--- config.mk ---
export PLATFORM = sky130hd
export DESIGN_NAME = mem_access_unit_flat
export DESIGN_NICKNAME = d
export VERILOG_FILES = /design/src/rtl/mem_access_unit_if.sv /design/src/rtl/mem_access_unit.sv /design/src/flat_wrapper.sv
export SDC_FILE = /design/constraint.sdc
export NUM_CORES = 1
export LEC_CHECK = 0
export BUFFER_PORTS_ARGS = -buffer_cell sky130_fd_sc_hd__clkbuf_2
export CAP_MARGIN = 30
export CELL_PAD_IN_SITES_DETAIL_PLACEMENT = 0
export CELL_PAD_IN_SITES_GLOBAL_PLACEMENT = 1
export CORE_AREA = 2 2 164 166
export CTS_BUF_LIST = sky130_fd_sc_hd__clkbuf_16
export CTS_CLUSTER_SIZE = 8
export DETAILED_ROUTE_END_ITERATION = 8
export DIE_AREA = 0 0 166 168
export PLACE_DENSITY_LB_ADDON = 0.3
export SYNTH_ARGS = -nofsm -noshare
export SYNTH_HDL_FRONTEND = slang
export SYNTH_SLANG_ARGS = --single-unit
--- constraint.sdc ---
create_clock -name clk -period 3.9 [get_ports clk]
set_input_delay 0.39 -clock clk [delete_from_list [all_inputs] [get_ports clk]]
set_output_delay 0.39 -clock clk [all_outputs]
set_load 0.005 [all_outputs]
--- src/rtl/mem_access_unit_if.sv ---
// Execute-to-memory op channel, data-bus request/response and writeback result.
// master is the memory-access unit's view; slave is the surrounding pipeline and bus.
interface mem_access_unit_if;
  logic        in_valid;
  logic        in_ready;
  logic [31:0] in_addr;
  logic [31:0] in_wdata;
  logic [2:0]  in_op;
  logic        flush;
  logic        dreq_valid;
  logic        dreq_write;
  logic [31:0] dreq_addr;
  logic [3:0]  dreq_strobe;
  logic [31:0] dreq_data;
  logic        dresp_addr_ok;
  logic        dresp_data_ok;
  logic [31:0] dresp_data;
  logic        out_valid;
  logic [31:0] out_rdata;
  logic        out_adel;
  logic        out_ades;
  logic        out_bus_err;
  logic [31:0] out_badvaddr;

  modport master (
    input  in_valid, in_addr, in_wdata, in_op, flush,
    input  dresp_addr_ok, dresp_data_ok, dresp_data,
    output in_ready,
    output dreq_valid, dreq_write, dreq_addr, dreq_strobe, dreq_data,
    output out_valid, out_rdata, out_adel, out_ades, out_bus_err,
    output out_badvaddr
  );

  modport slave (
    output in_valid, in_addr, in_wdata, in_op, flush,
    output dresp_addr_ok, dresp_data_ok, dresp_data,
    input  in_ready,
    input  dreq_valid, dreq_write, dreq_addr, dreq_strobe, dreq_data,
    input  out_valid, out_rdata, out_adel, out_ades, out_bus_err,
    input  out_badvaddr
  );
endinterface

--- src/rtl/mem_access_unit.sv ---
// Memory-access stage: alignment check, one data-bus transaction per op,
// load extension and address-error/timeout reporting to writeback.
module mem_access_unit #(
  parameter int TIMEOUT_CYCLES = 0,
  parameter int CNT_W          = 16
) (
  input logic clk,
  input logic reset,
  mem_access_unit_if.master bus
);
  typedef enum logic [1:0] {IDLE, REQ, WAIT, EXC} state_e;

  localparam logic [2:0] OP_LB  = 3'd0;
  localparam logic [2:0] OP_LBU = 3'd1;
  localparam logic [2:0] OP_LH  = 3'd2;
  localparam logic [2:0] OP_LHU = 3'd3;
  localparam logic [2:0] OP_LW  = 3'd4;
  localparam logic [2:0] OP_SB  = 3'd5;
  localparam logic [2:0] OP_SH  = 3'd6;
  localparam logic [2:0] OP_SW  = 3'd7;
  localparam logic [CNT_W-1:0] TO_LIM = CNT_W'(TIMEOUT_CYCLES);

  state_e      state_q, state_d;
  logic [2:0]  op_q, op_d;
  logic [31:0] addr_q, addr_d;
  logic        kill_q, kill_d;
  logic [CNT_W-1:0] cnt_q, cnt_d, cnt_inc;
  logic        in_ready_q, in_ready_d;
  logic        dreq_valid_q, dreq_valid_d;
  logic        dreq_write_q, dreq_write_d;
  logic [31:0] dreq_addr_q, dreq_addr_d;
  logic [3:0]  dreq_strobe_q, dreq_strobe_d;
  logic [31:0] dreq_data_q, dreq_data_d;
  logic        out_valid_q, out_valid_d;
  logic [31:0] out_rdata_q, out_rdata_d;
  logic        out_adel_q, out_adel_d;
  logic        out_ades_q, out_ades_d;
  logic        out_bus_err_q, out_bus_err_d;
  logic [31:0] out_badvaddr_q, out_badvaddr_d;

  logic        in_st, st_q, misal, accept, timeout;
  logic        done_ok, done_err, killed;
  logic [3:0]  strobe_n;
  logic [31:0] data_n, word, ext;

  always_comb begin : decode
    in_st    = bus.in_op inside {OP_SB, OP_SH, OP_SW};
    misal    = 1'b0;
    strobe_n = 4'b0000;
    data_n   = 32'h0;
    unique case (bus.in_op)
      OP_LH, OP_LHU: misal = bus.in_addr[0];
      OP_LW:         misal = |bus.in_addr[1:0];
      OP_SB: begin
        strobe_n = 4'b0001 << bus.in_addr[1:0];
        data_n   = {4{bus.in_wdata[7:0]}};
      end
      OP_SH: begin
        misal    = bus.in_addr[0];
        strobe_n = bus.in_addr[1] ? 4'b1100 : 4'b0011;
        data_n   = {2{bus.in_wdata[15:0]}};
      end
      OP_SW: begin
        misal    = |bus.in_addr[1:0];
        strobe_n = 4'b1111;
        data_n   = bus.in_wdata;
      end
      default: ;
    endcase
  end

  always_comb begin : extract
    word = bus.dresp_data >> {addr_q[1:0], 3'b000};
    unique case (op_q)
      OP_LB:   ext = {{24{word[7]}}, word[7:0]};
      OP_LBU:  ext = {24'h0, word[7:0]};
      OP_LH:   ext = {{16{word[15]}}, word[15:0]};
      OP_LHU:  ext = {16'h0, word[15:0]};
      default: ext = word;
    endcase
  end

  assign st_q    = op_q inside {OP_SB, OP_SH, OP_SW};
  assign cnt_inc = cnt_q + 1'b1;
  assign timeout = (TIMEOUT_CYCLES > 0) && (cnt_inc == TO_LIM);
  assign killed  = kill_q | bus.flush;

  always_comb begin : next
    state_d        = state_q;
    op_d           = op_q;
    addr_d         = addr_q;
    kill_d         = kill_q;
    cnt_d          = cnt_q;
    dreq_valid_d   = dreq_valid_q;
    dreq_write_d   = dreq_write_q;
    dreq_addr_d    = dreq_addr_q;
    dreq_strobe_d  = dreq_strobe_q;
    dreq_data_d    = dreq_data_q;
    out_valid_d    = 1'b0;
    out_rdata_d    = 32'h0;
    out_adel_d     = 1'b0;
    out_ades_d     = 1'b0;
    out_bus_err_d  = 1'b0;
    out_badvaddr_d = 32'h0;
    done_ok        = 1'b0;
    done_err       = 1'b0;
    accept = bus.in_valid && in_ready_q && !bus.flush;
    unique case (state_q)
      IDLE: if (accept) begin
        op_d          = bus.in_op;
        addr_d        = bus.in_addr;
        kill_d        = 1'b0;
        cnt_d         = '0;
        dreq_write_d  = in_st;
        dreq_addr_d   = {bus.in_addr[31:2], 2'b00};
        dreq_strobe_d = strobe_n;
        dreq_data_d   = data_n;
        dreq_valid_d  = !misal;
        state_d       = misal ? EXC : REQ;
      end
      REQ: begin
        kill_d = killed;
        cnt_d  = cnt_inc;
        // data_ok without addr_ok is a protocol violation and is ignored
        if (bus.dresp_addr_ok && bus.dresp_data_ok) begin
          done_ok = 1'b1;
        end else if (timeout) begin
          done_err = 1'b1;
        end else if (bus.dresp_addr_ok) begin
          dreq_valid_d = 1'b0;
          state_d      = WAIT;
        end
      end
      WAIT: begin
        kill_d = killed;
        cnt_d  = cnt_inc;
        if (bus.dresp_data_ok) done_ok = 1'b1;
        else if (timeout)      done_err = 1'b1;
      end
      EXC: begin
        state_d = IDLE;
        if (!bus.flush) begin
          out_valid_d    = 1'b1;
          out_adel_d     = !st_q;
          out_ades_d     = st_q;
          out_badvaddr_d = addr_q;
        end
      end
      default: state_d = IDLE;
    endcase
    if (done_ok || done_err) begin
      state_d      = IDLE;
      dreq_valid_d = 1'b0;
      kill_d       = 1'b0;
      if (!killed) begin
        out_valid_d   = 1'b1;
        out_bus_err_d = done_err;
        out_rdata_d   = (done_ok && !st_q) ? ext : 32'h0;
      end
    end
    in_ready_d = (state_d == IDLE);
  end

  always_ff @(posedge clk or posedge reset) begin
    if (reset) begin
      state_q        <= IDLE;
      op_q           <= 3'd0;
      addr_q         <= 32'h0;
      kill_q         <= 1'b0;
      cnt_q          <= '0;
      in_ready_q     <= 1'b1;
      dreq_valid_q   <= 1'b0;
      dreq_write_q   <= 1'b0;
      dreq_addr_q    <= 32'h0;
      dreq_strobe_q  <= 4'b0000;
      dreq_data_q    <= 32'h0;
      out_valid_q    <= 1'b0;
      out_rdata_q    <= 32'h0;
      out_adel_q     <= 1'b0;
      out_ades_q     <= 1'b0;
      out_bus_err_q  <= 1'b0;
      out_badvaddr_q <= 32'h0;
    end else begin
      state_q        <= state_d;
      op_q           <= op_d;
      addr_q         <= addr_d;
      kill_q         <= kill_d;
      cnt_q          <= cnt_d;
      in_ready_q     <= in_ready_d;
      dreq_valid_q   <= dreq_valid_d;
      dreq_write_q   <= dreq_write_d;
      dreq_addr_q    <= dreq_addr_d;
      dreq_strobe_q  <= dreq_strobe_d;
      dreq_data_q    <= dreq_data_d;
      out_valid_q    <= out_valid_d;
      out_rdata_q    <= out_rdata_d;
      out_adel_q     <= out_adel_d;
      out_ades_q     <= out_ades_d;
      out_bus_err_q  <= out_bus_err_d;
      out_badvaddr_q <= out_badvaddr_d;
    end
  end

  assign bus.in_ready     = in_ready_q;
  assign bus.dreq_valid   = dreq_valid_q;
  assign bus.dreq_write   = dreq_write_q;
  assign bus.dreq_addr    = dreq_addr_q;
  assign bus.dreq_strobe  = dreq_strobe_q;
  assign bus.dreq_data    = dreq_data_q;
  assign bus.out_valid    = out_valid_q;
  assign bus.out_rdata    = out_rdata_q;
  assign bus.out_adel     = out_adel_q;
  assign bus.out_ades     = out_ades_q;
  assign bus.out_bus_err  = out_bus_err_q;
  assign bus.out_badvaddr = out_badvaddr_q;
endmodule

--- src/flat_wrapper.sv ---
// flat-port wrapper written by rule: the top's interface ports become plain ports
module mem_access_unit_flat 
#(
  parameter int TIMEOUT_CYCLES = 0,
  parameter int CNT_W          = 16
)
  (clk, reset, bus_in_valid, bus_in_addr, bus_in_wdata, bus_in_op, bus_flush, bus_dresp_addr_ok, bus_dresp_data_ok, bus_dresp_data, bus_in_ready, bus_dreq_valid, bus_dreq_write, bus_dreq_addr, bus_dreq_strobe, bus_dreq_data, bus_out_valid, bus_out_rdata, bus_out_adel, bus_out_ades, bus_out_bus_err, bus_out_badvaddr);
  mem_access_unit_if bus_i ();
  input logic clk;
  input logic reset;
  input wire logic [$bits(bus_i.in_valid)-1:0] bus_in_valid;
  input wire logic [$bits(bus_i.in_addr)-1:0] bus_in_addr;
  input wire logic [$bits(bus_i.in_wdata)-1:0] bus_in_wdata;
  input wire logic [$bits(bus_i.in_op)-1:0] bus_in_op;
  input wire logic [$bits(bus_i.flush)-1:0] bus_flush;
  input wire logic [$bits(bus_i.dresp_addr_ok)-1:0] bus_dresp_addr_ok;
  input wire logic [$bits(bus_i.dresp_data_ok)-1:0] bus_dresp_data_ok;
  input wire logic [$bits(bus_i.dresp_data)-1:0] bus_dresp_data;
  output wire logic [$bits(bus_i.in_ready)-1:0] bus_in_ready;
  output wire logic [$bits(bus_i.dreq_valid)-1:0] bus_dreq_valid;
  output wire logic [$bits(bus_i.dreq_write)-1:0] bus_dreq_write;
  output wire logic [$bits(bus_i.dreq_addr)-1:0] bus_dreq_addr;
  output wire logic [$bits(bus_i.dreq_strobe)-1:0] bus_dreq_strobe;
  output wire logic [$bits(bus_i.dreq_data)-1:0] bus_dreq_data;
  output wire logic [$bits(bus_i.out_valid)-1:0] bus_out_valid;
  output wire logic [$bits(bus_i.out_rdata)-1:0] bus_out_rdata;
  output wire logic [$bits(bus_i.out_adel)-1:0] bus_out_adel;
  output wire logic [$bits(bus_i.out_ades)-1:0] bus_out_ades;
  output wire logic [$bits(bus_i.out_bus_err)-1:0] bus_out_bus_err;
  output wire logic [$bits(bus_i.out_badvaddr)-1:0] bus_out_badvaddr;
  assign bus_i.in_valid = bus_in_valid;
  assign bus_i.in_addr = bus_in_addr;
  assign bus_i.in_wdata = bus_in_wdata;
  assign bus_i.in_op = bus_in_op;
  assign bus_i.flush = bus_flush;
  assign bus_i.dresp_addr_ok = bus_dresp_addr_ok;
  assign bus_i.dresp_data_ok = bus_dresp_data_ok;
  assign bus_i.dresp_data = bus_dresp_data;
  assign bus_in_ready = bus_i.in_ready;
  assign bus_dreq_valid = bus_i.dreq_valid;
  assign bus_dreq_write = bus_i.dreq_write;
  assign bus_dreq_addr = bus_i.dreq_addr;
  assign bus_dreq_strobe = bus_i.dreq_strobe;
  assign bus_dreq_data = bus_i.dreq_data;
  assign bus_out_valid = bus_i.out_valid;
  assign bus_out_rdata = bus_i.out_rdata;
  assign bus_out_adel = bus_i.out_adel;
  assign bus_out_ades = bus_i.out_ades;
  assign bus_out_bus_err = bus_i.out_bus_err;
  assign bus_out_badvaddr = bus_i.out_badvaddr;
  mem_access_unit #(.TIMEOUT_CYCLES(TIMEOUT_CYCLES), .CNT_W(CNT_W)) u_core (.clk(clk), .reset(reset), .bus(bus_i));
endmodule
==> results of run 1 <==
==> worst paths after layout <==
kind,end,slack [ns],depth (start not counted)
min,u_core.bus.out_badvaddr[9],0.18,3
max reg2reg,u_core.bus.in_ready,1.45,8
min reg2reg,u_core.bus.dreq_write,0.48,2
max,u_core.bus.in_ready,1.45,8
min in group clk,u_core.addr_q[27],0.18,2
max in group asynchronous,u_core.bus.dreq_strobe[0],3.13,3
==> metal layers <==
metal,share of wire [%],global-route usage (%),vias to the layer above
met5,0,0,-
met4,1.1,3.86,0
met3,7.1,4.37,13
met2,46,21.1,179
met1,46,17.3,2259
li1,-,-,2301
==> logic make-up after synthesis <==
group	after synthesis
buffers and inverters	73
muxes	57
other	1
and+or+nand+nor	128
AOI/OAI and AO/OA	143
adders and majority gates	7
DFF	144
xor gates and xnor gates	2
==> state kept, by name (all words and copies together) (netlist names) <==
register and flops:
u_core.kill_q 1, u_core.bus.dreq_addr 1, u_core.bus.out_ades 1, u_core.bus.dreq_valid 1, u_core.op_q 3, u_core.bus.out_valid 1
u_core.addr_q 31, u_core.bus.dreq_strobe 4, u_core.bus.dreq_write 1, u_core.bus.in_ready 1, u_core.bus.out_rdata 32, u_core.bus.dreq_data 32
u_core.bus.out_badvaddr 32, u_core.bus.out_adel 1, u_core.state_q 2
==> stage by stage <==
| step | cells | setup slack (ns) | hold slack (ns) | power (mW) | utilization, % |
|---|---|---|---|---|---|
| after floorplan | 557 | 1.71 | 0.471 | 3.40 | - |
| after global placement | 1077 | 1.40 | 0.464 | 3.89 | 29.1 |
| after detailed placement | 1078 | 1.44 | 0.471 | 3.93 | 29.2 |
| after CTS | 1108 | 1.41 | 0.156 | 5.68 | 31.5 |
| after global routing | 1108 | 1.20 | 0.160 | 5.99 | 31.5 |
| final | 1108 | 1.45 | 0.175 | 5.57 | 31.5 |
==> power by group through the flow <==
stage,clock network [mW],logic [mW],registers (mW)
3_5_place_dp,0,1.67,2.25
6_report,1.71,1.64,2.22
3_3_place_gp,0,1.60,2.29
2_1_floorplan,0,1.24,2.16
4_1_cts,1.77,1.68,2.23
5_1_grt,1.84,1.85,2.30
==> worst min-delay path: cells and delay by family <==
kind | cells | cell delay [ns]
buffers and inverters | 3 | 0.70
==> cell usage in the layout (no fill, tap or decap), types with 3 or more instances in the layout <==
cell type	synthesis	layout
buf_4	34	3
a22o_1	18	18
a21o_1	9	9
a21oi_2	8	8
mux2i_1	24	24
inv_1	8	9
o21ai_1	32	32
nand2_1	51	51
conb_1	1	3
bufinv_16	0	4
clkbuf_2	0	240
clkinv_1	0	3
a211oi_1	13	13
ha_1	7	7
clkinvlp_4	0	3
o21ai_0	14	14
mux2_1	31	31
nor2b_1	10	9
clkbuf_16	0	17
and2_1	33	33
nor2_1	9	9
a22oi_1	15	15
a21oi_1	28	28
dfrtp_1	143	143
==> cell type report <==
class                           count  area (sq um)  share of cell area (%)
Inverter                            8          33.8                   0.407
Tap cell                          341           427                    5.14
Timing Repair Buffer              245          1270                    15.3
Clock buffer                       17           425                    5.12
Multi-Input combinational cell    340          2370                    28.5
Clock inverter                     13           171                    2.06
Sequential cell                   144          3600                    43.4
==> impl_results.md, run 1 <==
* Most common cell in the netlist: dfrtp_1
* Routed len/inst at 16.4 um
* Die Wd at 166 um
* Slowest-stage cell, CP: buf_4
* Port Buffer Count at 240
* Post-synth top cells: dfrtp_1, nand2_1, buf_4
* Final WL at 18100 um
* Worst EP required at approximately 4.3 ns
* Crit path max fanout at 71
* Switching Share at 32.9%
* Pleak at 4.30 nW
* Combinational power share at 29.4%
* Fill cells at about 2700
* Tightest Pin Transition at 0.862 ns
* Count of cell types in the netlist at 52
* Starting density of the core at between 20 and 25%
* Vias in the first global route at 4890
* Mapped cell area at roughly 6400 sq um
* # IOs at 244
* Avg Cell Area, Syn at about 12 sq um
* Max H-tree Level at 4
* DRT Pass-1 Iters at 5
* Largest net degree at the start of global routing at 145
* Largest family of logic cells by synthesized area: compound AO/OA/AOI/OAI gates
* Peak Freq at 408 MHz
* Final setup violation count at 0
* GRT Overall Usage at 13.3%
* Largest cells by area after synthesis: dfrtp_1, mux2_1, buf_4, mux2i_1, and2_1
* Antenna Cells at 0
* Total CTS buffers at 17
* Synth area leader: dfrtp_1
* Max incr delay on CP at 0.75 ns
* Rows at 60
* DP Area at 7710 sq um
* WP buf/inv at 2
* Worst skew pair latency at 0.42 ns
* Ys flop type: dfrtp_1
* Die height at roughly 170 um
* Post-Syn Instances at around 560
* Pins Over Slew Limit at 0
* Root Driver: clkbuf_16
* FF+latch count, synth at about 140
* Slew headroom at between 40 and 50%
* P_int at 3.74 mW
* PwrDens at 671 nW/um^2
* Clock power share at 30.7%
* DR vias/cell at 4.29
* Max VDD drop at 0.000208 V
* Yosys top cell area share at 55.8%
* Compound-gate portion of the synthesized area at 14.5%
* RSZ-0062 raised after global routing: no
* CP Launch Point: u_core.state_q[1]
* # DRC at 0
* Synth Area in Simple Gates at 11.0%
* Clock Tree Buf Depth at 2
* Sequential share of the synthesized area at 56.2%
* Post-synth EDFFs at 0
* Post-synthesis async set-or-reset flop share at 100%
* Multiplexer share of the synthesized area at 9.60%
* First-pass GRT wire length at 28900 um
* Share of cells above drive strength 1 at between 30% and 40%
* Initial antenna violation count at 0
* Ys Warns at 0
* P&R area growth vs syn at 29.5%
* Setup CP Type: flip-flop to flip-flop
* Core area at 26400 sq um
* DIE AREA at approximately 28000 sq um
* Critical Path, Cell by Cell: inv_1, ha_1, nand4b_4, buf_4, nand2_1, o221ai_1, a21oi_1, nor2_1
* Dpl hpwl at 12900 um
* Hold-fix buffers, CTS at 0
* Worst EP arrival at 2.80 ns
* Final instance area at 8300 sq um
* PostCTS Resize Cnt at 0
* Routability Congestion at 0.750
* Fin nets at 868
* Psw at 1.83 mW
* Initial drt markers at roughly 190
* XOR/XNOR Fraction of Synth Area at less than 1%
* Hold Crit Class: input pin to asynchronous set/reset pin
* Outcome: finished, final reports clean
* Min Tclk post-route at 2.45 ns
* Clock skew at 0.0114 ns
* Remaining antenna violation count at 0
* Clk slew on worst S/H paths at ~0.060 ns
* Adder-Cell Fraction of Synth Area at 1.37%
* CTS Sinks at 144
* Crit-path leading delay family: buffers and inverters
* R2R Path Start: u_core.state_q[1]
* CTS tree: done
* Final setup TNS at 0 ns
* Post-route clock period utilization at 62.8%
* Crit. End Element: flip-flop
* Post-CTS setup buffers at 0
* # Max-Cap Violations at 0
* Grt ovf at 0
* Final Hold Fails at 0
* Startpoint Class: flip-flop
* Total number of vias at 4752
* Sequential share of power at 39.9%
No activity file was read; power rests on OpenSTA's default activity.
==> inputs of run 2 (changes only) <==
==> constraint.sdc (replaced) <==
create_clock -name clk -period 2.4 [get_ports clk]
set_input_delay 0.24 -clock clk [delete_from_list [all_inputs] [get_ports clk]]
set_output_delay 0.24 -clock clk [all_outputs]
set_load 0.005 [all_outputs]
==> run 2 against run 1 <==
Effect of this change: sequential share of layout area shrank 0.51 points; count of clock-buffer cells in the layout is the same; first-iteration DRC count grew 33%; flip-flop and latch count is the same; die area is the same; non-clock buffer count grew 12; critical endpoint is now u_core.bus.out_rdata[2]; critical path depth shrank 2; largest cell class unchanged; worst setup slack lost 1.2 ns; worst hold slack lost 0.15 ns; highest routed layer unchanged.
==> impl_results.md, run 2 (synthesized netlist as in run 1, its figures left out) <==
* Outcome: finished, final reports clean
* DIE AREA at 27900 sq um (unchanged)
* Remaining antenna violation count at 0 (unchanged)
* CTS tree: done
* Share of cells above drive strength 1 at 39.8% (+1.5 points)
* Final setup violation count at 0 (unchanged)
* Switching Share at 34.0% (+1.1 points)
* Setup CP Type: flip-flop to flip-flop
* Total number of vias at 4832 (+1.7%)
* Crit. End Element: flip-flop
* P_int at 6.01 mW (+61%)
* Core area at 26400 sq um (unchanged)
* WP buf/inv at 1 (-1)
* Critical Path, Cell by Cell: inv_1, ha_1, nand2_1, nor4_4, nand2_2, a211oi_1
* Crit-path leading delay family: simple AND/OR/NAND/NOR gates
* GRT Overall Usage at 13.3% (+0.087 points)
* Combinational power share at 29.5% (about the same)
* # IOs at 244 (unchanged)
* Placed Cells at 1089 (+1.0%)
* # Max-Cap Violations at 0 (unchanged)
* Starting density of the core at 24.3% (unchanged)
* Worst EP required at 2.71 ns (-1.54 ns)
* Sequential share of power at 39.6% (-0.3 points)
* Final Hold Fails at 0 (unchanged)
* Hold_ws at 0.0270 ns (-0.148 ns)
* Clock skew at 0.00794 ns (-0.00347 ns)
* RSZ-0062 raised after global routing: no
* Fill cells at 2736 (+1.5%)
* Rows at 60 (unchanged)
* Non-Filler Instances at 1122 (+1.3%)
* Fin nets at 880 (+1.4%)
* First-pass GRT wire length at 29000 um (+0.14%)
* Grt ovf at 0 (unchanged)
* Psw at 3.09 mW (+69%)
* Max H-tree Level at 4 (unchanged)
* Total CTS buffers at 17 (unchanged)
* Slowest-stage cell, CP: dfrtp_1
* CTS Sinks at 144 (unchanged)
* Crit path max fanout at 16 (-77%)
* Die height at 168 um (unchanged)
* Initial drt markers at 251 (+33%)
* Reg2Reg Setup Slack at 0.20 ns (-1.25 ns)
* Max incr delay on CP at 0.48 ns (-0.27 ns)
* Routability Congestion at 0.731 (-2.6%)
* # DRC at 0 (unchanged)
* Utilization after layout at 31.9% (+0.38 points)
* Root Driver: clkbuf_16
* Hold Crit Class: input pin to flip-flop
* Most frequent cells in the layout: clkbuf_2, dfrtp_1, nand2_1, and2_1, o21ai_1
* Initial antenna violation count at 0 (unchanged)
* Post-route clock period utilization at 91.5% (+29 points)
* Peak Freq at 455 MHz (+12%)
* Clk slew on worst S/H paths at 0.06 ns (about the same)
* PwrDens at 1080 nW/um^2 (+61%)
* Max VDD drop at 0.000467 V (+120%)
* Pleak at 4.35 nW (+1.3%)
* Antenna Cells at 0 (unchanged)
* DP Area at 7780 sq um (+0.97%)
* Worst skew pair latency at 0.42 ns (about the same)
* Slew headroom at 50.6% (+8.1 points)
* Routed len/inst at 16.4 um (+0.43%)
* Clock Tree Buf Depth at 2 (unchanged)
* Post-CTS setup buffers at 0 (unchanged)
* Vias in the first global route at 4943 (+1.1%)
* Final WL at 18400 um (+1.7%)
* Startpoint Class: flip-flop
* Largest net degree at the start of global routing at 62 (-57%)
* Tightest Pin Transition at 0.737 ns (-0.125 ns)
* Port Buffer Count at 240 (unchanged)
* Worst EP arrival at 2.51 ns (-0.29 ns)
* Commonest non-fill, non-tap cell in the layout: clkbuf_2
* Die Wd at 166 um (unchanged)
* Clock power share at 31.0% (+0.3 points)
* P&R area growth vs syn at 31.0%
* Pins Over Slew Limit at 0 (unchanged)
* Min Tclk post-route at 2.20 ns (-0.254 ns)
* Dpl hpwl at 13500 um (+4.4%)
* DRT Pass-1 Iters at 4 (-1)
* DR vias/cell at 4.31 (+0.41%)
* Final instance area at 8400 sq um (+1.2%)
* Final setup TNS at 0 ns (unchanged)
## run 2: cell types whose count changed in the layout (fill, tap and decap cells not counted), sizes merged
cell         before  now
buf               5   16
clkinv            3    6
bufinv            4    3
clkinvlp          3    4
dlygate4sd3       0    1
inv              11   10
## run 2: layer usage
| metal | GRT usage, % | part of all wire (%) | routed length (um) |
|---|---|---|---|
| met1 | 17.8 | 46 | 8570 |
| met2 | 20.8 | 45 | 8360 |
| met3 | 4.75 | 7.5 | 1380 |
| met4 | 3.06 | 0.70 | 130 |
| met5 | 0 | 0 | 0 |
## run 2: layout make-up
class | count | area, sq um | share of cell area [%]
Sequential cell | 144 | 3600 | 42.9
Clock inverter | 15 | 185 | 2.20
Multi-Input combinational cell | 340 | 2370 | 28.2
Tap cell | 341 | 427 | 5.08
Clock buffer | 17 | 425 | 5.06
Inverter | 8 | 33.8 | 0.402
Timing Repair Buffer | 257 | 1360 | 16.1
## run 2: repair_timing
| item | in CTS | in global routing |
|---|---|---|
| gates resized for setup | 0 | 0 |
| hold buffers | 1 | 0 |
| hold endpoints to repair | 19 | 0 |
## run 2: worst paths after layout
| check | start | end | depth (start not counted) |
|---|---|---|---|
| worst min register to register | u_core.bus.dreq_write | u_core.bus.dreq_write | 2 |
| max in group asynchronous | reset | u_core.bus.out_rdata[4] | 4 |
| min in group asynchronous | reset | u_core.bus.out_badvaddr[9] | 3 |
| worst max-delay path | u_core.state_q[1] | u_core.bus.out_rdata[2] | 6 |
| worst min-delay path | bus_in_addr[25] | u_core.addr_q[25] | 2 |
| worst max register to register | u_core.state_q[1] | u_core.bus.out_rdata[2] | 6 |
## run 2: power groups by stage
stage	combinational [mW]	sequential, mW	clock [mW]
floorplan	2.02	3.51	0
global placement	2.73	3.65	0
detailed placement	2.74	3.65	0
CTS	2.74	3.61	2.91
global route	3.02	3.71	3.03
finish	2.68	3.60	2.82
## run 2: stage by stage
| step | power, mW | setup WS (ns) |
|---|---|---|
| 2_1_floorplan | 5.53 | 0.356 |
| 6_report | 9.10 | 0.203 |
| 3_3_place_gp | 6.38 | 0.251 |
| 5_1_grt | 9.76 | 0.0153 |
| 3_5_place_dp | 6.39 | 0.175 |
| 4_1_cts | 9.26 | 0.169 |
